### config.mk
export PLATFORM = sky130hd
export DESIGN_NAME = spi_cfg_ctrl_flat
export DESIGN_NICKNAME = d
export VERILOG_FILES = /design/src/rtl/spi_cfg_pkg.sv /design/src/rtl/spi_cfg_if.sv /design/src/rtl/spi_sync_edge.sv /design/src/rtl/spi_cfg_ctrl.sv /design/src/flat_wrapper.sv
export SDC_FILE = /design/constraint.sdc
export NUM_CORES = 1
export LEC_CHECK = 0
export BUFFER_PORTS_ARGS = -buffer_cell sky130_fd_sc_hd__buf_4
export CORE_ASPECT_RATIO = 0.75
export CORE_MARGIN = 4
export CORE_UTILIZATION = 50
export CTS_CLUSTER_DIAMETER = 100
export CTS_CLUSTER_SIZE = 40
export DETAILED_ROUTE_END_ITERATION = 16
export PLACE_DENSITY_LB_ADDON = 0.1
export SLEW_MARGIN = 20
export SYNTH_ARGS = -nofsm -noshare
export SYNTH_HDL_FRONTEND = slang
export SYNTH_HIERARCHICAL = 1
export SYNTH_SLANG_ARGS = --single-unit
export TNS_END_PERCENT = 30
### constraint.sdc
create_clock -name clk -period 1.97 [get_ports clk]
set_input_delay 0.394 -clock clk [delete_from_list [all_inputs] [get_ports clk]]
set_output_delay 0.394 -clock clk [all_outputs]
set_load 0.02 [all_outputs]
### src/rtl/spi_cfg_pkg.sv
// Shared constants, register map and FSM state type for the SPI configuration controller.
package spi_cfg_pkg;

  localparam int FRAME_BITS = 16;
  localparam int ADDR_W     = 7;
  localparam int DATA_W     = 8;

  localparam logic [ADDR_W-1:0] ADDR_EN_OUT_LO = 7'h00;
  localparam logic [ADDR_W-1:0] ADDR_EN_OUT_HI = 7'h01;
  localparam logic [ADDR_W-1:0] ADDR_EN_PWM_LO = 7'h02;
  localparam logic [ADDR_W-1:0] ADDR_EN_PWM_HI = 7'h03;
  localparam logic [ADDR_W-1:0] ADDR_DUTY      = 7'h04;

  typedef enum logic [1:0] {
    IDLE,
    SHIFT,
    DONE
  } state_t;

endpackage

### src/rtl/spi_cfg_if.sv
// SPI pins plus the configuration register bank seen by the PWM peripheral.
interface spi_cfg_if;
  import spi_cfg_pkg::*;

  logic              sclk;
  logic              copi;
  logic              ncs;
  logic              cipo;
  logic [DATA_W-1:0] en_reg_out_7_0;
  logic [DATA_W-1:0] en_reg_out_15_8;
  logic [DATA_W-1:0] en_reg_pwm_7_0;
  logic [DATA_W-1:0] en_reg_pwm_15_8;
  logic [DATA_W-1:0] pwm_duty_cycle;
  logic              cfg_wr_pulse;
  logic [ADDR_W-1:0] cfg_wr_addr;

  modport slave (
    input  sclk, copi, ncs,
    output cipo, en_reg_out_7_0, en_reg_out_15_8, en_reg_pwm_7_0,
           en_reg_pwm_15_8, pwm_duty_cycle, cfg_wr_pulse, cfg_wr_addr
  );

  modport master (
    output sclk, copi, ncs,
    input  cipo, en_reg_out_7_0, en_reg_out_15_8, en_reg_pwm_7_0,
           en_reg_pwm_15_8, pwm_duty_cycle, cfg_wr_pulse, cfg_wr_addr
  );

endinterface

### src/rtl/spi_sync_edge.sv
// Multi-flop synchronizer for an asynchronous pin with one-cycle rise/fall pulses
// derived from the synchronized level and its previous value.
module spi_sync_edge #(
  parameter int   STAGES  = 2,
  parameter logic RST_VAL = 1'b0
) (
  input  logic clk,
  input  logic rst,
  input  logic din,
  output logic level,
  output logic rise,
  output logic fall
);

  logic [STAGES-1:0] sync_ff;
  logic              prev;

  always_ff @(posedge clk) begin
    if (rst) begin
      sync_ff <= {STAGES{RST_VAL}};
      prev    <= RST_VAL;
    end else begin
      sync_ff <= {sync_ff[STAGES-2:0], din};
      prev    <= sync_ff[STAGES-1];
    end
  end

  assign level = sync_ff[STAGES-1];
  assign rise  = level & ~prev;
  assign fall  = ~level & prev;

endmodule

### src/rtl/spi_cfg_ctrl.sv
// Oversampling SPI slave owning the PWM configuration registers: 16-bit frames,
// writes committed atomically at frame end, reads returned on CIPO.
module spi_cfg_ctrl
  import spi_cfg_pkg::*;
#(
  parameter int NUM_REGS    = 5,
  parameter int SYNC_STAGES = 2
) (
  input  logic        clk,
  input  logic        rst,
  spi_cfg_if.slave    bus
);

  localparam int                IDX_W        = $clog2(NUM_REGS);
  localparam int                CNT_W        = $clog2(FRAME_BITS);
  localparam logic [CNT_W-1:0]  CNT_ADDR_END = CNT_W'(FRAME_BITS - DATA_W - 1);
  localparam logic [CNT_W-1:0]  CNT_LAST     = CNT_W'(FRAME_BITS - 1);
  localparam logic [ADDR_W-1:0] NUM_REGS_A   = ADDR_W'(NUM_REGS);

  logic sclk_s, sclk_rise, sclk_fall;
  logic copi_s, copi_rise_unused, copi_fall_unused;
  logic ncs_s, ncs_rise_unused, ncs_fall_unused;

  spi_sync_edge #(.STAGES(SYNC_STAGES), .RST_VAL(1'b0)) u_sync_sclk (
    .clk(clk), .rst(rst), .din(bus.sclk),
    .level(sclk_s), .rise(sclk_rise), .fall(sclk_fall)
  );

  spi_sync_edge #(.STAGES(SYNC_STAGES), .RST_VAL(1'b0)) u_sync_copi (
    .clk(clk), .rst(rst), .din(bus.copi),
    .level(copi_s), .rise(copi_rise_unused), .fall(copi_fall_unused)
  );

  spi_sync_edge #(.STAGES(SYNC_STAGES), .RST_VAL(1'b1)) u_sync_ncs (
    .clk(clk), .rst(rst), .din(bus.ncs),
    .level(ncs_s), .rise(ncs_rise_unused), .fall(ncs_fall_unused)
  );

  state_t                state, state_nxt;
  logic [CNT_W-1:0]      cnt;
  logic [FRAME_BITS-2:0] shift;
  logic [DATA_W-1:0]     shadow;
  logic                  read_act;
  logic                  cipo_q;
  logic                  wr_pulse_q;
  logic [ADDR_W-1:0]     wr_addr_q;
  logic [DATA_W-1:0]     regs [NUM_REGS];

  logic                  shift_en, addr_end, frame_end;
  logic                  rd_req, rd_valid, wr_req, wr_valid;
  logic [ADDR_W-1:0]     rd_addr, wr_addr;
  logic [DATA_W-1:0]     wr_data;

  always_ff @(posedge clk) begin
    if (rst) state <= IDLE;
    else     state <= state_nxt;
  end

  // A raised ncs always wins over a coincident final edge.
  always_comb begin
    state_nxt = state;
    case (state)
      IDLE:    if (!ncs_s) state_nxt = SHIFT;
      SHIFT:   if (ncs_s) state_nxt = IDLE;
               else if (frame_end) state_nxt = DONE;
      DONE:    if (ncs_s) state_nxt = IDLE;
      default: state_nxt = IDLE;
    endcase
  end

  always_comb begin
    shift_en  = (state == SHIFT) && !ncs_s && sclk_rise;
    addr_end  = shift_en && (cnt == CNT_ADDR_END);
    frame_end = shift_en && (cnt == CNT_LAST);
    rd_req    = !shift[ADDR_W-1];
    rd_addr   = {shift[ADDR_W-2:0], copi_s};
    rd_valid  = rd_addr < NUM_REGS_A;
    wr_req    = shift[FRAME_BITS-2];
    wr_addr   = shift[FRAME_BITS-3 -: ADDR_W];
    wr_valid  = wr_addr < NUM_REGS_A;
    wr_data   = {shift[DATA_W-2:0], copi_s};
  end

  always_ff @(posedge clk) begin
    if (rst) begin
      cnt        <= '0;
      shift      <= '0;
      shadow     <= '0;
      read_act   <= 1'b0;
      cipo_q     <= 1'b0;
      wr_pulse_q <= 1'b0;
      wr_addr_q  <= '0;
      for (int i = 0; i < NUM_REGS; i++) regs[i] <= '0;
    end else begin
      wr_pulse_q <= 1'b0;
      if (state != SHIFT || ncs_s) begin
        cnt      <= '0;
        read_act <= 1'b0;
        cipo_q   <= 1'b0;
        if (state == IDLE) shift <= '0;
      end else begin
        if (shift_en) begin
          shift <= {shift[FRAME_BITS-3:0], copi_s};
          cnt   <= cnt + 1'b1;
        end
        if (addr_end && rd_req) begin
          shadow   <= rd_valid ? regs[rd_addr[IDX_W-1:0]] : '0;
          read_act <= 1'b1;
        end
        if (frame_end && wr_req && wr_valid) begin
          regs[wr_addr[IDX_W-1:0]] <= wr_data;
          wr_pulse_q               <= 1'b1;
          wr_addr_q                <= wr_addr;
        end
        if (sclk_fall && read_act) begin
          cipo_q <= shadow[DATA_W-1];
          shadow <= {shadow[DATA_W-2:0], 1'b0};
        end
      end
    end
  end

  assign bus.cipo            = cipo_q;
  assign bus.cfg_wr_pulse    = wr_pulse_q;
  assign bus.cfg_wr_addr     = wr_addr_q;
  assign bus.en_reg_out_7_0  = regs[ADDR_EN_OUT_LO[IDX_W-1:0]];
  assign bus.en_reg_out_15_8 = regs[ADDR_EN_OUT_HI[IDX_W-1:0]];
  assign bus.en_reg_pwm_7_0  = regs[ADDR_EN_PWM_LO[IDX_W-1:0]];
  assign bus.en_reg_pwm_15_8 = regs[ADDR_EN_PWM_HI[IDX_W-1:0]];
  assign bus.pwm_duty_cycle  = regs[ADDR_DUTY[IDX_W-1:0]];

endmodule

### src/flat_wrapper.sv
// flat-port wrapper written by rule: the top's interface ports become plain ports
module spi_cfg_ctrl_flat import spi_cfg_pkg::*;
#(
  parameter int NUM_REGS    = 5,
  parameter int SYNC_STAGES = 2
)
  (clk, rst, bus_sclk, bus_copi, bus_ncs, bus_cipo, bus_en_reg_out_7_0, bus_en_reg_out_15_8, bus_en_reg_pwm_7_0, bus_en_reg_pwm_15_8, bus_pwm_duty_cycle, bus_cfg_wr_pulse, bus_cfg_wr_addr);
  spi_cfg_if bus_i ();
  input  logic clk;
  input  logic rst;
  input wire logic [$bits(bus_i.sclk)-1:0] bus_sclk;
  input wire logic [$bits(bus_i.copi)-1:0] bus_copi;
  input wire logic [$bits(bus_i.ncs)-1:0] bus_ncs;
  output wire logic [$bits(bus_i.cipo)-1:0] bus_cipo;
  output wire logic [$bits(bus_i.en_reg_out_7_0)-1:0] bus_en_reg_out_7_0;
  output wire logic [$bits(bus_i.en_reg_out_15_8)-1:0] bus_en_reg_out_15_8;
  output wire logic [$bits(bus_i.en_reg_pwm_7_0)-1:0] bus_en_reg_pwm_7_0;
  output wire logic [$bits(bus_i.en_reg_pwm_15_8)-1:0] bus_en_reg_pwm_15_8;
  output wire logic [$bits(bus_i.pwm_duty_cycle)-1:0] bus_pwm_duty_cycle;
  output wire logic [$bits(bus_i.cfg_wr_pulse)-1:0] bus_cfg_wr_pulse;
  output wire logic [$bits(bus_i.cfg_wr_addr)-1:0] bus_cfg_wr_addr;
  assign bus_i.sclk = bus_sclk;
  assign bus_i.copi = bus_copi;
  assign bus_i.ncs = bus_ncs;
  assign bus_cipo = bus_i.cipo;
  assign bus_en_reg_out_7_0 = bus_i.en_reg_out_7_0;
  assign bus_en_reg_out_15_8 = bus_i.en_reg_out_15_8;
  assign bus_en_reg_pwm_7_0 = bus_i.en_reg_pwm_7_0;
  assign bus_en_reg_pwm_15_8 = bus_i.en_reg_pwm_15_8;
  assign bus_pwm_duty_cycle = bus_i.pwm_duty_cycle;
  assign bus_cfg_wr_pulse = bus_i.cfg_wr_pulse;
  assign bus_cfg_wr_addr = bus_i.cfg_wr_addr;
  spi_cfg_ctrl #(.NUM_REGS(NUM_REGS), .SYNC_STAGES(SYNC_STAGES)) u_core (.clk(clk), .rst(rst), .bus(bus_i));
endmodule
==> impl_metrics.ini <==
[run_status]
status = completed

[pwr]
comb_power_share = 0.078
vdd_ir_drop_max_mv = 0.3683
sw_frac_of_total = 0.2385
p_sw_mw = 0.8008
intPower_mw = 2.557
power_frac_clock = 0.342
power_density_mw_per_mm2 = 717.6
p_leak_nw = 1.741
p_seq_frac = 0.580

[sta]
min_period_over_period = 0.9612
fin_tns_setup_ns = 0
tightest_slew_ns = 0.4929
fin_worst_skew_ns = 0.01326
hold_viol = 0
whs_ns = 0.2188
maxSlewViolCount = 0
slew_headroom = 0.6709
layout_setup_ws_ns = 0.07652
finalSetupViolations = 0
max_freq_ghz = 0.5281
layout_min_cycle_time_ns = 1.893

[flow_run]
drv_cap = 0

[die]
die_area_mm2 = 0.008939
die_y_um = 82.89
die_w_um = 107.8
coreArea_mm2 = 0.007297
start_util = 0.5123
pin_count = 54
rows = 27

[finish]
syn2layout_area_growth_pct = 25.17
final_nets = 439
seqCellArea_mm2 = 0.002123
drive_gt1_frac = 0.2763
fill_cells = 649
n_antenna_cell = 0
multi_input_area_mm2 = 0.001528

[yosys]
syn-num-nets = 367
yosysWarnings = 6
synthCells = 361
synthesis.area_mm2 = 0.003739
syn_area_per_cell_um2 = 10.36

[route]
drt_wl_total_um = 9592
drc = 0
via_per_inst = 5.538
drt_iter0_markers = 173
ant_nets = 0
vias = 2985
firstDrtPassIters = 5
wl_per_cell_um = 17.80

[worst_setup_path]
slowest_stage = or4b_4
required_ns = 2.01
cp.arrival_ns = 1.93
worst-setup-path-type = flop to flop
path_cells = or4b_4 -> nor2_2 -> and4_1 -> a31o_2
crit_path_start_kind = flop
max_stage_delay_ns = 0.56
cp_max_fo = 8
endpoint_kind = flop

[global_routing]
grt_usage = 0.2180
antenna_found_initial = 0
grt_max_degree = 52
grt_pass1_wl_um = 15170
gr-total-overflow = 0
grt_pass1_vias = 2846

[clocking]
clk_latency_ns = 0.35
hold_buffers = 0
cts_tree = yes
h-tree-depth = 3
clock_path_buffers = 2
clock_sinks = 86
root_buffer = clkbuf_8
numCtsBuffers = 9
post_cts_buffers = 0
clk_pin_slew_ns = 0.08

[placement]
gp_congestion = 0.8632
dp_slack_ns = 0.03661
dp_hpwl_um = 6914
port_buffers = 53

[min_path]
min-delay-path-class = primary input to flop
-- state kept, by name, summed over array words and instances (netlist names) --
signal,cells
u_core/u_sync_sclk/prev,1
u_core/cnt,4
u_core/u_sync_ncs/sync_ff,2
u_core/bus.cfg_wr_pulse,1
u_core/shadow,8
u_core/state,2
u_core/bus.cipo,1
u_core/regs,40
u_core/u_sync_copi/sync_ff,2
u_core/read_act,1
u_core/bus.cfg_wr_addr,7
u_core/shift,15
u_core/u_sync_sclk/sync_ff,2
-- final cells by class --
cell class	instances	area share
sequential	86	0.4537
tap	101	0.02701
timing repair buffer	88	0.1519
multi-input combinational	246	0.3265
clock inverter	5	0.006684
inverter	2	0.001604
clock buffer	11	0.03262
-- layout by cell type, fill, tap and decap left out, types with 2 or more instances in the layout --
master and count:
a21o_1 2, a21oi_1 32, a311oi_1 6, and2_1 12, and3_1 7, and4_1 2
buf_12 4, buf_4 84, clkbuf_8 9, clkinv_2 2, dfxtp_1 45, edfxtp_1 40
inv_1 2, inv_4 2, mux2i_1 12, nand2_1 25, nand2b_1 24, nand3_1 17
nand4_1 3, nor2_1 37, nor2_2 3, nor2b_1 8, nor3_1 4, nor3b_1 5
o211ai_1 6, o21ai_0 4, o21bai_2 2, o22a_1 6, or2_1 2, xor2_1 2
-- timing repair --
action | 4_1_cts | 5_1_grt
hold endpoints to repair | 0 | 0
gates resized for setup | 0 | 7
setup endpoints to repair | 0 | 48
-- per-layer routing --
| layer | part of all wire | GRT usage | vias up |
|---|---|---|---|
| met5 | 0 | 0 | - |
| met4 | 0.0066 | 0.03899 | 0 |
| met3 | 0.079 | 0.05750 | 6 |
| met2 | 0.44 | 0.3245 | 124 |
| met1 | 0.47 | 0.3230 | 1420 |
| li1 | - | - | 1435 |
-- worst max-delay path: cells and delay by family (launching register included) --
kind	cells	cell delay [ns]
simple gates	3	0.94
compound gates	1	0.31
flops	1	0.33
-- through the flow --
| stage | instance area, µm² | utilization | total power [mW] | std cells |
|---|---|---|---|---|
| floorplan | 3746 | - | 2.118 | 361 |
| global placement | 4479 | 0.6139 | 2.246 | 523 |
| detailed placement | 4479 | 0.6139 | 2.249 | 523 |
| CTS | 4663 | 0.6391 | 3.386 | 539 |
| global route | 4679 | 0.6413 | 3.494 | 539 |
| finish | 4679 | 0.6413 | 3.358 | 539 |
-- power groups by stage --
stage          clock network, mW  logic [mW]  registers [mW]
6_report                    1.15       0.262            1.95
5_1_grt                     1.27       0.276            1.95
4_1_cts                     1.18       0.263            1.95
3_5_place_dp                   0       0.262            1.99
3_3_place_gp                   0       0.259            1.99
2_1_floorplan                  0      0.0858            2.03
-- path summary, 6_finish.rpt --
check,start,endpoint,slack (ns),cells after the start
worst max-delay path,u_core/shift[10],u_core/regs[4][6],0.08,4
worst min-delay path,bus_ncs,u_core/u_sync_ncs/sync_ff[0],0.22,2
worst max register to register,u_core/shift[10],u_core/regs[4][6],0.08,4
worst min register to register,u_core/u_sync_ncs/sync_ff[0],u_core/u_sync_ncs/sync_ff[1],0.41,1
No activity file was read; power rests on OpenSTA's default activity.
